File: src/rtl/register_serializer.sv
// register_serializer: loads a WIDTH-bit parallel word and shifts it out
// MSB first over a valid/ready serial handshake, then pulses done for one
// cycle before returning to idle. Every output is decoded from registered
// state, so the serial outputs have no combinational path from the load side.
module register_serializer #(
  parameter int WIDTH = 32
) (
  input  logic             clk,
  input  logic             reset,
  input  logic             write_enable,
  input  logic [WIDTH-1:0] data_in,
  output logic             load_ready,
  output logic             ser_data,
  output logic             ser_valid,
  input  logic             ser_ready,
  output logic             busy,
  output logic             done
);

  // Counter only has to hold WIDTH-1, the index of the last bit
  localparam int CNT_W = $clog2(WIDTH);
  localparam logic [CNT_W-1:0] LAST_IDX = CNT_W'(WIDTH - 1);

  localparam logic [1:0] ST_IDLE  = 2'b00;
  localparam logic [1:0] ST_SHIFT = 2'b01;
  localparam logic [1:0] ST_DONE  = 2'b10;

  logic [1:0]       state_q, state_d;
  logic [WIDTH-1:0] shift_q, shift_d;
  logic [CNT_W-1:0] count_q, count_d;

  // Next-state logic: load in idle, shift on each accepted bit, one done cycle
  always_comb begin
    state_d = state_q;
    shift_d = shift_q;
    count_d = count_q;
    case (state_q)
      ST_IDLE: begin
        if (write_enable) begin
          shift_d = data_in;
          count_d = LAST_IDX;
          state_d = ST_SHIFT;
        end
      end
      ST_SHIFT: begin
        if (ser_ready) begin
          shift_d = {shift_q[WIDTH-2:0], 1'b0};
          if (count_q == '0) begin
            state_d = ST_DONE;
          end else begin
            count_d = count_q - CNT_W'(1);
          end
        end
      end
      ST_DONE: begin
        state_d = ST_IDLE;
      end
      default: begin
        state_d = ST_IDLE;
        shift_d = '0;
        count_d = '0;
      end
    endcase
  end

  // State, shift register and bit counter, cleared asynchronously by reset
  always_ff @(posedge clk or negedge reset) begin
    if (!reset) begin
      state_q <= ST_IDLE;
      shift_q <= '0;
      count_q <= '0;
    end else begin
      state_q <= state_d;
      shift_q <= shift_d;
      count_q <= count_d;
    end
  end

  // Output decode from registered state only; ser_data is forced low when not valid
  always_comb begin
    load_ready = (state_q == ST_IDLE);
    ser_valid  = (state_q == ST_SHIFT);
    busy       = (state_q == ST_SHIFT) || (state_q == ST_DONE);
    done       = (state_q == ST_DONE);
    ser_data   = (state_q == ST_SHIFT) && shift_q[WIDTH-1];
  end

endmodule
File: config.mk
export PLATFORM = sky130hd
export DESIGN_NAME = register_serializer
export DESIGN_NICKNAME = d
export VERILOG_FILES = /design/src/rtl/register_serializer.sv
export SDC_FILE = /design/constraint.sdc
export NUM_CORES = 1
export LEC_CHECK = 0
export CORE_UTILIZATION = 30
export DETAILED_ROUTE_END_ITERATION = 16
export GPL_ROUTABILITY_DRIVEN = 1
export PLACE_DENSITY = 0.5
export SLEW_MARGIN = 20
export SYNTH_ARGS = -nofsm -noshare
export SYNTH_HDL_FRONTEND = slang
export SYNTH_SLANG_ARGS = --single-unit
File: constraint.sdc
create_clock -name clk -period 2.1 [get_ports clk]
set_clock_uncertainty 0.15 [all_clocks]
set_input_delay 0.21 -clock clk [delete_from_list [all_inputs] [get_ports clk]]
set_output_delay 0.21 -clock clk [all_outputs]
set_load 0.1 [all_outputs]
==> impl_metrics.env <==
export IMPL_sequential_area_share_after_synthesis_pct=52.17
export IMPL_globalRouteTotalUtil_pct=14.09
export IMPL_num_fill_cells=606
export IMPL_nets=277
export IMPL_die_w_um=80.96
export IMPL_yosys_warnings=0
export IMPL_count_of_endpoints_failing_hold_in_the_final_timing_report=0
export IMPL_worstSetupStartpointType="flop"
export IMPL_clock_sinks=39
export IMPL_grt_setup_unrepaired="no"
export IMPL_initialDrtViolationCount=132
export IMPL_drv_slew=0
export IMPL_end_kind="primary output"
export IMPL_largest_net_degree_at_the_start_of_global_routing=41
export IMPL_layout_min_cycle_time_ps=1994
export IMPL_leakagePower_nw=1.053
export IMPL_overflow=0
export IMPL_yosys_cell_count_top_type="dfrtp_1"
export IMPL_avgSynthCellArea_sq_um=9.642
export IMPL_synthesis_area_sq_mm=0.001871
export IMPL_routed_via_count=1532
export IMPL_postSynthNetCount=234
export IMPL_multi_input_comb_area_sq_um=823.3
export IMPL_max_vdd_ir_drop_mv=0.6521
export IMPL_die_h_um=80.96
export IMPL_ctsRootBufferMaster="clkbuf_8"
export IMPL_hold_path_class="input pin to async pin"
export IMPL_highest_clock_rate_mhz=501.6
export IMPL_report_power_total_mw=3.920
export IMPL_detailedPlacementHpwl_mm=2.725
export IMPL_boundaryPins=41
export IMPL_synthDistinctLibCells=28
export IMPL_rr_endpoint="shift_q[16]"
export IMPL_core_region_area_sq_mm=0.005956
export IMPL_crit_required_ps=1740
export IMPL_detail_route_first_pass_iterations=4
export IMPL_share_of_layout_cells_above_drive_strength_1_pct=13.45
export IMPL_insertion_delay_ps=290
export IMPL_finalSetupViolations=0
export IMPL_post_synthesis_cell_count=194
export IMPL_timing_hold_ws_ps=345.7
export IMPL_timing_worst_slew_pin_value_ps=492.5
export IMPL_worst_r2r_setup_slack_ps=140
export IMPL_finalWirelength_mm=4.174
export IMPL_arrival_ps=1630
export IMPL_die_area_sq_mm=0.006555
export IMPL_cts_inserted_buffers=5
export IMPL_clk_pin_slew_worst_paths_ps=70
export IMPL_worst_r2r_cell_count=8
export IMPL_antenna_diode_count=0
export IMPL_min_period_over_period_pct=94.94
export IMPL_yosys_top_cell_area_share_pct=52.17
export IMPL_tritoncts="yes"
export IMPL_antenna_left=0
export IMPL_regArea_sq_um=977.2
export IMPL_netlist_top_cells_count="dfrtp_1, a21oi_1, nor2_1"
export IMPL_reg2reg_start="state_q[0]"
export IMPL_initial_utilization_pct=31.41
export IMPL_status="complete, no violations"
export IMPL_ys_dominant_reg_cell="dfrtp_1"
export IMPL_power_density_mw_per_mm2=1536
export IMPL_timing_slew_headroom_pct=67.17
export IMPL_num_rows=28
export IMPL_detail_route_drc_violations=0
export IMPL_wire_per_inst_um=13.34
export IMPL_dominant_cell_type_by_area_after_synthesis="dfrtp_1"
export IMPL_port_buffers=40
export IMPL_critical_path_class="flop to primary output"
export IMPL_clock_tree_buffer_depth=2
export IMPL_postSynthRegisterBits=39
export IMPL_gp_routability_congestion=0.7472
export IMPL_critPathMaxFanout=16
export IMPL_synth_enable_flop_cells=0
export IMPL_syn2layout_area_growth_pct=36.39
export IMPL_ctsHtreeMaxLevel=2
export IMPL_grt_first_pass_wirelength_mm=6.927
export IMPL_first_global_vias=1464
export IMPL_via_per_inst=4.895
export IMPL_ys_async_sr_fraction_pct=100.0
export IMPL_largest_cells_by_area_after_synthesis="dfrtp_1, a22oi_1, a21oi_1"
export IMPL_final_design_area_no_fill_sq_mm=0.002551
export IMPL_placedInstanceArea_sq_mm=0.002432
export IMPL_initial_antenna_violation_count=0
export IMPL_max_cap_violations=0
state kept, by name (all words and copies together), names as in the netlist:
| name | count |
|---|---|
| shift_q | 32 |
| count_q | 5 |
| state_q | 2 |
through the flow:
step / cells / utilization (%) / TNS (ps) / worst slack [ps]
floorplan: 194 / - / -0.8432 / -0.8432
global placement: 302 / 40.84 / 0 / 193.4
CTS: 311 / 42.37 / 0 / 32.23
global route: 313 / 42.84 / 0 / 13.08
finish: 313 / 42.84 / 0 / 106.3
detailed placement: 302 / 40.84 / 0 / 106.6
power breakdown:
part           switching [mW]  total [mW]  internal, mW  leakage, nW
clock network           0.247       0.480         0.233       0.0422
registers               0.231        1.37          1.14        0.445
logic                    1.18        2.07         0.892        0.565
total                    1.66        3.92          2.26         1.05
critical path: stages, from the launching register on:
cell     delay [ps]
dfrtp_1         400
inv_1           150
ha_4            260
buf_6           200
and2_4          170
buf_12          160
cell usage in the layout, fill, tap and decap left out, types with 2 or more instances in the layout:
master	n
clkbuf_8	5
dfrtp_1	38
buf_4	8
nand2_1	5
buf_12	5
buf_6	3
inv_1	7
a22oi_1	31
clkdlybuf4s50_1	34
clkbuf_1	2
nor2_1	33
a21oi_1	35
nor3_1	3
o21ai_0	3
a2bb2oi_1	2
ha_4	2
what timing repair did:
| action | 4_1_cts | 5_1_grt |
|---|---|---|
| gates resized for setup | 0 | 4 |
| setup endpoints to repair | 0 | 12 |
| buffers inserted | 0 | 2 |
| hold buffers | 1 | 0 |
| hold endpoints to repair | 39 | 0 |
worst max path at each step:
stage	slack (ps)	from	to
final	110	state_q[1]	ser_data
after floorplan	-0.8	state_q[1]	ser_data
after global placement	190	ser_ready	shift_q[19]
after global routing	10	state_q[0]	shift_q[11]
after detailed placement	110	state_q[0]	shift_q[16]
after CTS	30	state_q[1]	ser_data
kinds of logic (layout without fill, tap and decap cells):
kind of cell	after synthesis	after routing	share of synthesized area (%)
and+or+nand+nor	48	48	11.37
adders and majority gates	4	4	2.676
AOI/OAI and AO/OA	80	80	28.36
DFF	39	39	52.17
buffers and inverters	23	67	5.418
routing by layer:
layer / vias up / global-route usage, % / wire length (um)
li1: 780 / - / -
met1: 711 / 18.25 / 1996
met2: 34 / 21.85 / 1923
met3: 7 / 2.809 / 155
met4: 0 / 8.036 / 99
met5: - / 0 / 0
final cells by class:
type / instances / share of cell area, %
sequential: 39 / 38.30
multi-input combinational: 132 / 32.27
timing repair buffer: 52 / 21.53
tap: 75 / 3.678
clock buffer: 7 / 2.992
inverter: 7 / 1.030
clock inverter: 1 / 0.1962
Note: power is estimated with default switching activity, not from simulation.
